[src/rtl/ins_fetch_pkg.sv]
// Shared fetch-stage types: widths, default words, FSM state codes.
// Imported by ins_fetch and ifid_reg.
package ins_fetch_pkg;

  localparam int ADDR_W = 8;
  localparam int WORD_W = 32;

  localparam logic [WORD_W-1:0] NOP_DEF  = 32'h0000_0000;
  localparam logic [WORD_W-1:0] HALT_DEF = 32'hFFFF_FFFF;

  localparam logic [1:0] BOOT = 2'd0;
  localparam logic [1:0] RUN  = 2'd1;
  localparam logic [1:0] HOLD = 2'd2;
  localparam logic [1:0] HALT = 2'd3;

endpackage

[src/rtl/ifid_reg.sv]
// IF/ID pipeline register: ins, pc4, valid with hold and squash.
// Ports: clk, rst_n, hold, squash, insIn/pc4In/validIn -> ins/pc4/valid.
module ifid_reg
  import ins_fetch_pkg::*;
#(
  parameter logic [WORD_W-1:0] NOP_WORD = NOP_DEF
) (
  input  logic              clk,
  input  logic              rst_n,
  input  logic              hold,
  input  logic              squash,
  input  logic [WORD_W-1:0] insIn,
  input  logic [ADDR_W-1:0] pc4In,
  input  logic              validIn,
  output logic [WORD_W-1:0] ins,
  output logic [ADDR_W-1:0] pc4,
  output logic              valid
);

  // squash wins over hold; pc4 is left as-is on a bubble
  always_ff @(posedge clk or negedge rst_n) begin
    if (!rst_n) begin
      ins   <= NOP_WORD;
      pc4   <= '0;
      valid <= 1'b0;
    end else if (squash) begin
      ins   <= NOP_WORD;
      valid <= 1'b0;
    end else if (!hold) begin
      ins   <= insIn;
      pc4   <= pc4In;
      valid <= validIn;
    end
  end

endmodule

[src/rtl/ins_fetch.sv]
// Instruction fetch stage: PC, BOOT/RUN/HOLD/HALT FSM, IF/ID register.
// Ports: redirects (br/jmp), stall, pc_out/ins_in memory, ifid_*, halted.
module ins_fetch
  import ins_fetch_pkg::*;
#(
  parameter logic [ADDR_W-1:0] RESET_PC  = 8'h00,
  parameter logic [WORD_W-1:0] NOP_WORD  = NOP_DEF,
  parameter logic [WORD_W-1:0] HALT_WORD = HALT_DEF
) (
  input  logic              clk,
  input  logic              rst_n,
  input  logic              stall,
  input  logic              br_taken,
  input  logic [ADDR_W-1:0] br_target,
  input  logic              jmp,
  input  logic [ADDR_W-1:0] jmp_target,
  output logic [ADDR_W-1:0] pc_out,
  input  logic [WORD_W-1:0] ins_in,
  output logic [WORD_W-1:0] ifid_ins,
  output logic [ADDR_W-1:0] ifid_pc4,
  output logic              ifid_valid,
  output logic              halted
);

  logic [1:0]        state;
  logic [1:0]        stateNxt;
  logic [ADDR_W-1:0] pc;
  logic [ADDR_W-1:0] pcNxt;
  logic [ADDR_W-1:0] pcPlus4;
  logic [ADDR_W-1:0] target;
  logic              redirect;
  logic              hold;
  logic              squash;
  logic              validIn;

  assign pcPlus4  = pc + 8'd4;
  assign redirect = br_taken | jmp;
  assign target   = (br_taken ? br_target : jmp_target)
                  & 8'hFC;

  // ins_in is only looked at on a real capture,
  // so X on it elsewhere never reaches state
  always_comb begin
    stateNxt = state;
    pcNxt    = pc;
    hold     = 1'b1;
    squash   = 1'b0;
    validIn  = 1'b0;
    unique case (state)
      BOOT: stateNxt = RUN;
      HALT: stateNxt = HALT;
      RUN, HOLD: begin
        if (redirect) begin
          pcNxt    = target;
          squash   = 1'b1;
          stateNxt = RUN;
        end else if (stall) begin
          stateNxt = HOLD;
        end else begin
          hold = 1'b0;
          if (ins_in == HALT_WORD) begin
            stateNxt = HALT;
          end else begin
            validIn  = 1'b1;
            pcNxt    = pcPlus4;
            stateNxt = RUN;
          end
        end
      end
      default: stateNxt = BOOT;
    endcase
  end

  always_ff @(posedge clk or negedge rst_n) begin
    if (!rst_n) begin
      state <= BOOT;
      pc    <= RESET_PC;
    end else begin
      state <= stateNxt;
      pc    <= pcNxt;
    end
  end

  ifid_reg #(
    .NOP_WORD(NOP_WORD)
  ) u_ifid (
    .clk    (clk),
    .rst_n  (rst_n),
    .hold   (hold),
    .squash (squash),
    .insIn  (ins_in),
    .pc4In  (pcPlus4),
    .validIn(validIn),
    .ins    (ifid_ins),
    .pc4    (ifid_pc4),
    .valid  (ifid_valid)
  );

  assign pc_out = pc;
  assign halted = (state == HALT);

endmodule

[config.mk]
export PLATFORM = sky130hd
export DESIGN_NAME = ins_fetch
export DESIGN_NICKNAME = d
export VERILOG_FILES = /design/src/rtl/ins_fetch_pkg.sv /design/src/rtl/ifid_reg.sv /design/src/rtl/ins_fetch.sv
export SDC_FILE = /design/constraint.sdc
export NUM_CORES = 1
export LEC_CHECK = 0
export ABC_CLOCK_PERIOD_IN_PS = 2410
export BUFFER_PORTS_ARGS = -buffer_cell sky130_fd_sc_hd__buf_4
export CORE_MARGIN = 4
export CORE_UTILIZATION = 45
export CTS_BUF_LIST = sky130_fd_sc_hd__clkbuf_16
export DETAILED_ROUTE_END_ITERATION = 10
export PLACE_DENSITY = 0.83
export SYNTH_ARGS = -nofsm -noshare
export SYNTH_HDL_FRONTEND = slang
export SYNTH_SLANG_ARGS = --single-unit
[constraint.sdc]
create_clock -name clk -period 2.41 [get_ports clk]
set_input_delay 0.6025 -clock clk [delete_from_list [all_inputs] [get_ports clk]]
set_output_delay 0.6025 -clock clk [all_outputs]
set_load 0.01 [all_outputs]
[Yosys cells after proc, flatten, opt, wreduce, memory -nomap -nowiden]
Cells that the tools add are included.
Operators by class
  add/subtract/negate cells: 1
  eq/ne operators: 7
  mux-type cells: 21
  bitwise logic cells: 3
  reduce and logical (&&, ||, !) cells: 4
Operator list (number)
  32-bit two-way mux: 2
  32-bit equality test, second input constant: 1
  8-bit two-way mux: 4
  1-bit two-way mux: 11
  8-bit by 3-bit adder with 8-bit output, second input constant: 1
  2-bit two-way mux: 3
  2-bit one-hot mux with 3 select lines: 1
  2-bit equality test, second input constant: 2
  2-bit != test, second input constant: 2
  3-bit AND reduction: 1
  2-bit by 1-bit equality test with 1-bit output, second input constant: 1
  2-bit zero test: 1
  2-bit by 1-bit != test with 1-bit output, second input constant: 1
  1-bit inverter: 2
  2-bit AND reduction: 1
  2-bit OR reduction: 1
  1-bit OR: 1
Storage, ports and cells
  register bits after elaboration: 51
  bits of input ports: 53
  word-level logic and storage cells: 41

[Longest topological paths before layout]
Gate-level depths: netlist of the first run.
  depth in word-level cells: 7
  gate-level depth with buffers: 6
  gate-level depth less buffers: 6

[By module]
Synthesis of the first run repeated with hierarchy kept, for this count alone.
Second synthesis, totals
  cell total of the unflattened synthesis: 205
  area total of the unflattened synthesis: 2412.3 um^2
Modules (own cells, without submodules)
  ifid_reg: instances 1, cells each 124, area an instance 1714.1 um^2, sequential area each 1026.0 um^2
  ins_fetch: instances 1, cells each 81, area an instance 698.2 um^2, sequential area each 200.2 um^2

[Worst setup path after synthesis of the first run]
OpenSTA, ideal clock, no wires.
  path kind: input to register
  start point: input port ins_in[3]
  end point: register pc[3], in the netlist pc_out[3]
  setup time: 0.125 ns
  arrival: 1.800 ns
  slack: 0.485 ns
  stages on the path: 5
  cells stage by stage: nand4_1 nor4_2 a21oi_2 o31ai_4 mux2_2
On the way
  longest elaborated chain between the ends: 3
RTL lines
  start, declared: line ins_fetch.sv:18  | input logic [WORD_W-1:0] ins_in,
  32-bit equality test: line ins_fetch.sv:61  | if (ins_in == HALT_WORD) begin
  2-bit != test (no source line)
  3-bit AND reduction (no source line)
  end signal, assigned: line ins_fetch.sv:80  | pc <= pcNxt;
  end, declared: line ins_fetch.sv:27  | logic [ADDR_W-1:0] pc;
No other way between the ends.
A chain may end at the register's enable or synchronous reset.

[Final worst setup path of the first run]
  start point: input port ins_in[3]
  end point: register pc[6], in the netlist pc_out[6]
The elaborated chain is that of the path after synthesis.

==> impl_metrics.env, run 1 <==
export IMPL_synth_edf_count=0
export IMPL_synth_top_area_share_pct=56.8
export IMPL_hold_violations=0
export IMPL_yosys_area_top_type="dfrtp_1"
export IMPL_die_y_um=75.8
export IMPL_h_tree_depth=2
export IMPL_power_share_clock_pct=45.8
export IMPL_ys_warn_count=0
export IMPL_overflow=0
export IMPL_post_cts_setup_buffers=0
export IMPL_worst_slack_ns=0.447
export IMPL_cts_repair_resized=0
export IMPL_finalSetupViolCount=0
export IMPL_syn_area_um2=2070
export IMPL_worst_endpoint_arrival_ns=2.12
export IMPL_hpwl_um=3850
export IMPL_run_status="completed"
export IMPL_row_count=24
export IMPL_switchingPower_uw=329
export IMPL_postLayoutCellArea_um2=2990
export IMPL_die_area_um2=5750
export IMPL_synth_async_reset_ratio_pct=100
export IMPL_drc=0
export IMPL_internal_power_uw=1340
export IMPL_routed_via_density=5.38
export IMPL_dr_first_iter_drc_count=69
export IMPL_synthToLayoutAreaGrowth_pct=44.5
export IMPL_required_ns=2.57
export IMPL_netlist_top_cells_area="dfrtp_1, a22o_1, mux2_2, nand4_1, ha_1"
export IMPL_ys_ff_latch=47
export IMPL_io_pins=103
export IMPL_routabilityCongestion=0.728
export IMPL_drt_wl_total_um=5070
export IMPL_max_freq_ghz=0.509
export IMPL_syn_inst=169
export IMPL_clk_pin_slew_ns=0.06
export IMPL_place_area_um2=2820
export IMPL_endpoint_kind="register"
export IMPL_worstSetupStartpointType="input port"
export IMPL_start_util_pct=46.9
export IMPL_min_path_type="in -> async"
export IMPL_clockRootBuffer="clkbuf_16"
export IMPL_rsz0062_at_grt="no"
export IMPL_p_per_area_nw_per_um2=557
export IMPL_max_slew_margin_pct=61.6
export IMPL_ant_nets=0
export IMPL_grt_max_degree=48
export IMPL_peakVddDrop_mv=0.334
export IMPL_port_buffers=94
export IMPL_fill_cells=358
export IMPL_cts_buffer_depth=2
export IMPL_hold_slack_ns=0.316
export IMPL_die_w_um=75.8
export IMPL_numCtsBuffers=5
export IMPL_final_cells=317
export IMPL_p_leak_uw=0.00157
export IMPL_wl_per_cell_um=16.0
export IMPL_clk_latency_ns=0.28
export IMPL_fin_skew_ns=0.00602
export IMPL_grt_first_pass_wirelength_um=8030
export IMPL_drive_above_1_share_pct=44.9
export IMPL_slew_violations=0
export IMPL_synthDistinctLibCells=31
export IMPL_grt_pass1_vias=1712
export IMPL_timing_final_crit_period_ns=1.96
export IMPL_antenna_cells=0
export IMPL_worst_pin_slew_ns=0.576
export IMPL_vias=1705
export IMPL_crit_fanout=6
export IMPL_min_period_over_period_pct=81.5
export IMPL_synthFlopType="dfrtp_1"
export IMPL_netSwitchingFraction_pct=19.7
export IMPL_ctsHoldBuffers=0
export IMPL_antenna_found_initial=0
export IMPL_core_area_um2=4410
export IMPL_path_class="in -> reg"
export IMPL_comb_power_share_pct=6.8
export IMPL_avgSynthCellArea_um2=12.3
export IMPL_cap_violations=0
export IMPL_first_pass_iters=4
export IMPL_cts_tree="yes"
export IMPL_cts_sinks=47
export IMPL_place_ws_ns=0.175
export IMPL_synth_seq_area_share_pct=56.8
export IMPL_setup_tns_final_ns=0
export IMPL_seq_power_share_pct=47.3
export IMPL_fin_nets=320
export IMPL_dp_cells=309
export IMPL_grt_usage_pct=18.4
[cell usage after synthesis (all sizes together) (2+ instances only)]
cell and n:
dfrtp 47, a22o 33, nand2 9, mux2 8
nand4 8, buf 7, inv 7, a21oi 6
clkbuf 6, nor2 6, o21ai 4, ha 3
nand3 3, xor2 3, mux2i 2, nor2b 2
nor3b 2, nor4 2
[stage by stage]
step / util (%) / total power (uW)
finish: 67.8 / 1670
CTS: 67.8 / 1690
floorplan: - / 834
global route: 67.8 / 1730
detailed placement: 64.0 / 919
global placement: 64.0 / 916
[power groups by stage]
| stage | clock network, uW | registers (uW) | logic, uW |
|---|---|---|---|
| after floorplan | 0 | 804 | 29.8 |
| after global placement | 0 | 804 | 113 |
| after detailed placement | 0 | 804 | 115 |
| after CTS | 783 | 789 | 116 |
| after global routing | 815 | 788 | 127 |
| final | 764 | 789 | 114 |
[flip-flops by register name, indices dropped and copies added (netlist names)]
signal,cells
u_ifid.ins,32
u_ifid.valid,1
state,2
u_ifid.pc4,6
pc_out,6
[area by class of cell]
| cell class | instances | area [um^2] | share of cell area [%] |
|---|---|---|---|
| Inverter | 7 | 26.3 | 0.878 |
| Clock inverter | 3 | 42.5 | 1.42 |
| Multi-Input combinational cell | 105 | 821 | 27.4 |
| Timing Repair Buffer | 98 | 736 | 24.6 |
| Clock buffer | 5 | 125 | 4.18 |
| Sequential cell | 47 | 1180 | 39.3 |
| Tap cell | 52 | 65.1 | 2.17 |
[worst max-delay path: stages]
cell and delay [ns]:
buf_4 0.09, nand4_1 0.10, nor4_2 0.44, a21oi_2 0.15, o31ai_4 0.36, mux2_2 0.38
[logic make-up (layout without fill, tap and decap cells)]
family	Yosys count	after routing	synth area share (%)
AO/OA/AOI/OAI	48	48	19.4
multiplexers	10	10	5.32
XOR/XNOR	4	4	1.69
AND/OR/NAND/NOR	36	36	10.3
buffers and inverters	20	113	4.53
other	1	4	0.181
adder cells (fa/ha/maj)	3	3	1.81
flip-flops	47	47	56.8
[metal layers]
| metal | track usage [%] | share of wire, % | vias up |
|---|---|---|---|
| li1 | - | - | 814 |
| met1 | 23.9 | 43 | 829 |
| met2 | 30.1 | 50 | 60 |
| met3 | 5.41 | 7.1 | 2 |
| met4 | 4.47 | 0.49 | 0 |
| met5 | 0 | 0 | - |
[placed cells by master (no fill, tap or decap)]
| master | n |
|---|---|
| nor3b_1 | 2 |
| nand2_1 | 9 |
| and4b_1 | 1 |
| mux2_2 | 8 |
| nand4_1 | 8 |
| a221oi_1 | 1 |
| nor4_2 | 2 |
| inv_6 | 1 |
| nand3_1 | 3 |
| dfrtp_1 | 47 |
| xor2_1 | 3 |
| bufinv_16 | 1 |
| conb_1 | 4 |
| o32a_2 | 1 |
| buf_4 | 98 |
| mux2i_1 | 2 |
| clkinv_1 | 1 |
| o31ai_4 | 1 |
| a22oi_1 | 1 |
| nor4b_4 | 1 |
| a21oi_2 | 1 |
| nand3b_1 | 1 |
| and3_1 | 1 |
| a311o_1 | 1 |
| a21oi_1 | 5 |
| o21ai_0 | 4 |
| nor2_1 | 6 |
| nor2b_1 | 2 |
| a22o_1 | 33 |
| xnor2_1 | 1 |
| inv_1 | 7 |
| ha_1 | 3 |
| clkbuf_16 | 5 |
[path summary, 6_finish.rpt]
path | slack, ns | to | cells past startpoint | start
min in group clk | 0.50 | u_ifid.ins[17]$_DFFE_PN0P_ | 1 | u_ifid.ins[17]$_DFFE_PN0P_
worst max register to register | 0.64 | u_ifid.pc4[5]$_DFFE_PN0P_ | 6 | state[0]$_DFF_PN0_
worst min register to register | 0.50 | u_ifid.ins[17]$_DFFE_PN0P_ | 1 | u_ifid.ins[17]$_DFFE_PN0P_
worst min-delay path | 0.32 | u_ifid.pc4[5]$_DFFE_PN0P_ | 1 | rst_n
worst max-delay path | 0.45 | pc_out[6]$_DFFE_PN0P_ | 6 | ins_in[3]
max in group asynchronous | 1.70 | pc_out[3]$_DFFE_PN0P_ | 1 | rst_n
(Power assumes the default switching activity.)
==> run 2: changes to the inputs <==
--- a/config.mk
+++ b/config.mk
@@ -5,13 +5,14 @@
 export SDC_FILE = /design/constraint.sdc
 export NUM_CORES = 1
 export LEC_CHECK = 0
-export ABC_CLOCK_PERIOD_IN_PS = 2410
+export ABC_AREA = 1
+export ABC_CLOCK_PERIOD_IN_PS = 1700
 export BUFFER_PORTS_ARGS = -buffer_cell sky130_fd_sc_hd__buf_4
 export CORE_MARGIN = 4
-export CORE_UTILIZATION = 45
+export CORE_UTILIZATION = 41
 export CTS_BUF_LIST = sky130_fd_sc_hd__clkbuf_16
 export DETAILED_ROUTE_END_ITERATION = 10
-export PLACE_DENSITY = 0.83
+export PLACE_DENSITY = 0.79
 export SYNTH_ARGS = -nofsm -noshare
 export SYNTH_HDL_FRONTEND = slang
 export SYNTH_SLANG_ARGS = --single-unit
==> constraint.sdc (replaced) <==
create_clock -name clk -period 1.7 [get_ports clk]
set_input_delay 0.425 -clock clk [delete_from_list [all_inputs] [get_ports clk]]
set_output_delay 0.425 -clock clk [all_outputs]
set_load 0.01 [all_outputs]
==> run 2 against run 1 <==
Effect of this change: clock skew is 0.0022 ns higher; cell area is 4.1% higher; hold slack worse by 0.17 ns; count of clock-buffer cells in the layout stayed put; critical endpoint is now halted; setup slack worse by 0.21 ns; critical path depth is 4 lower; wire length is 0.83% higher; power is 57% higher; critical path type is now reg -> out; sequential power is 47% higher; combinational power is 120% higher; utilization is 6.8 points lower.
==> impl_metrics.env, run 2 <==
export IMPL_comb_power_share_pct=9.6
export IMPL_synth_top_area_share_pct=54.6
export IMPL_io_pins=103
export IMPL_internal_power_uw=2120
export IMPL_finalSetupViolCount=0
export IMPL_synth_async_reset_ratio_pct=100
export IMPL_final_common_cell="buf_4"
export IMPL_max_flop_register="u_ifid.ins"
export IMPL_muxShareOfSynthArea_pct=0
export IMPL_synthDistinctLibCells=25
export IMPL_syn_inst=216
export IMPL_r2r_start="state[1]$_DFF_PN0_"
export IMPL_worst_endpoint_arrival_ns=1.04
export IMPL_max_freq_ghz=0.685
export IMPL_dr_first_iter_drc_count=85
export IMPL_power_share_clock_pct=46.2
export IMPL_h_tree_depth=2
export IMPL_fin_skew_ns=0.00821
export IMPL_die_area_um2=6480
export IMPL_antenna_found_initial=0
export IMPL_grt_first_pass_wirelength_um=8000
export IMPL_hold_violations=0
export IMPL_core_area_um2=5110
export IMPL_clk_latency_ns=0.28
export IMPL_synth_simple_area_share_pct=15.6
export IMPL_max_slew_margin_pct=61.7
export IMPL_cts_tree="yes"
export IMPL_peakVddDrop_mv=0.335
export IMPL_drive_above_1_share_pct=36.6
export IMPL_slew_violations=0
export IMPL_port_buffers=94
export IMPL_grt_pass1_vias=1778
export IMPL_fill_cells=441
export IMPL_r2r_end="u_ifid.ins[3]$_DFFE_PN0P_"
export IMPL_fin_nets=369
export IMPL_synth_fa_ha_area_share_pct=1.74
export IMPL_crit_fanout=3
export IMPL_place_ws_ns=0.0676
export IMPL_worst_pin_slew_ns=0.575
export IMPL_worst_slack_ns=0.240
export IMPL_avgSynthCellArea_um2=9.97
export IMPL_ctsHoldBuffers=0
export IMPL_hpwl_um=3950
export IMPL_hold_slack_ns=0.142
export IMPL_synth_common_cells="nand2_1, dfrtp_1, a22o_1"
export IMPL_overflow=0
export IMPL_routabilityCongestion=0.829
export IMPL_synthFlopType="dfrtp_1"
export IMPL_crit_cells=2
export IMPL_critPathTopFamily="flip-flops"
export IMPL_min_period_over_period_pct=85.9
export IMPL_post_cts_setup_buffers=0
export IMPL_ys_ff_latch=47
export IMPL_endpoint_kind="output port"
export IMPL_utilization_pct=61.0
export IMPL_min_path_type="in -> async"
export IMPL_synth_edf_count=0
export IMPL_grt_max_degree=48
export IMPL_p_per_area_nw_per_um2=841
export IMPL_path_cells="ha_1 -> buf_4"
export IMPL_routed_via_density=4.83
export IMPL_synth_top_family_by_area="compound AO/OA/AOI/OAI gates"
export IMPL_timing_final_crit_period_ns=1.46
export IMPL_worstSetupStartpointType="register"
export IMPL_run_status="completed"
export IMPL_seq_area_um2=1180
export IMPL_path_buf_inv=1
export IMPL_seq_power_share_pct=44.2
export IMPL_multiInputGateArea_um2=828
export IMPL_switchingPower_uw=501
export IMPL_antenna_cells=0
export IMPL_reg2reg_slack_ns=0.25
export IMPL_largest_reg_flops=32
export IMPL_die_w_um=80.5
export IMPL_drc=0
export IMPL_die_y_um=80.5
export IMPL_first_pass_iters=4
export IMPL_place_area_um2=2930
export IMPL_netSwitchingFraction_pct=19.1
export IMPL_worst_r2r_path_depth=6
export IMPL_rsz0062_at_grt="no"
export IMPL_synth_compound_area_share_pct=19.2
export IMPL_wl_per_cell_um=13.3
export IMPL_numCtsBuffers=5
export IMPL_start_util_pct=42.2
export IMPL_p_leak_uw=0.00168
export IMPL_synthXorXnorAreaFrac_pct=1.22
export IMPL_row_count=26
export IMPL_clk_pin_slew_ns=0.06
export IMPL_ant_nets=0
export IMPL_synth_most_common_cell="nand2_1"
export IMPL_netlist_top_cells_area="dfrtp_1, a22o_1, nand2_1, inv_1, nand3_1"
export IMPL_postLayoutCellArea_um2=3120
export IMPL_grt_usage_pct=15.7
export IMPL_cap_violations=0
export IMPL_synthToLayoutAreaGrowth_pct=44.6
export IMPL_cts_repair_resized=0
export IMPL_cp_slowest_cell="dfrtp_1"
export IMPL_cts_sinks=47
export IMPL_yosys_area_top_type="dfrtp_1"
export IMPL_vias=1853
export IMPL_path_class="reg -> out"
export IMPL_drt_wl_total_um=5110
export IMPL_ys_warn_count=0
export IMPL_cts_buffer_depth=2
export IMPL_clockRootBuffer="clkbuf_16"
export IMPL_setup_tns_final_ns=0
export IMPL_synth_seq_area_share_pct=54.6
export IMPL_layout_common_cells="buf_4, nand2_1, dfrtp_1"
export IMPL_required_ns=1.27
export IMPL_syn_area_um2=2150
export IMPL_slowest_delay_ns=0.38
run 2: changes by cell type after synthesis, moves of 4 or more:
| cell | delta |
|---|---|
| nand2_1 | +44 |
| inv_1 | +8 |
| mux2_2 | -8 |
| nand3_1 | +8 |
| nand4_1 | -7 |
| nor2_1 | +7 |
| clkbuf_1 | -6 |
| o21ai_2 | +5 |
| a21oi_1 | +4 |
| buf_6 | +4 |
run 2: how the worst max path moves through the flow:
stage                             from                          to
global route        state[1]$_DFF_PN0_  u_ifid.ins[15]$_DFFE_PN0P_
floorplan           state[0]$_DFF_PN0_   u_ifid.pc4[2]$_DFFE_PN0P_
detailed placement          ins_in[16]       pc_out[7]$_DFFE_PN0P_
finish              state[0]$_DFF_PN0_                      halted
CTS                 state[0]$_DFF_PN0_                      halted
global placement            ins_in[29]       pc_out[7]$_DFFE_PN0P_
run 2: metrics by stage:
stage                     cells  power (uW)
after global routing        384        2730
after detailed placement    376        1430
after global placement      376        1430
after CTS                   384        2640
final                       384        2620
after floorplan             219        1270
run 2: cell type report:
type	instances	area share, %
Multi-Input combinational cell	143	26.6
Clock inverter	3	2.05
Clock buffer	5	4.02
Timing Repair Buffer	99	24.7
Tap cell	70	2.81
Sequential cell	47	37.8
Inverter	17	2.13
run 2: worst reg2reg max path: stages, from the launching register on:
cell and delay (ns):
dfrtp_1 0.36, inv_1 0.05, ha_1 0.28, buf_4 0.16
o21ai_2 0.08, buf_12 0.16, a22o_1 0.24
run 2: routing by layer:
layer / vias to the layer above / part of all wire (%) / GRT usage, %
met4: 0 / 0.55 / 4.05
li1: 923 / - / -
met2: 61 / 49 / 27.4
met3: 4 / 8.1 / 3.92
met1: 865 / 42 / 19.4
met5: - / 0 / 0
run 2: logic make-up (layout without fill, tap and decap cells):
family,after synthesis,in the layout
buffers and inverters,29,124
adders and majority gates,3,3
other,1,4
xor gates and xnor gates,3,3
and+or+nand+nor,80,80
AOI/OAI and AO/OA,53,53
DFF,47,47
run 2: power groups by stage:
stage | clock network, uW | registers [uW] | logic (uW)
floorplan | 0 | 1190 | 76.0
global route | 1290 | 1160 | 277
detailed placement | 0 | 1180 | 254
CTS | 1230 | 1160 | 254
global placement | 0 | 1180 | 250
finish | 1210 | 1160 | 251
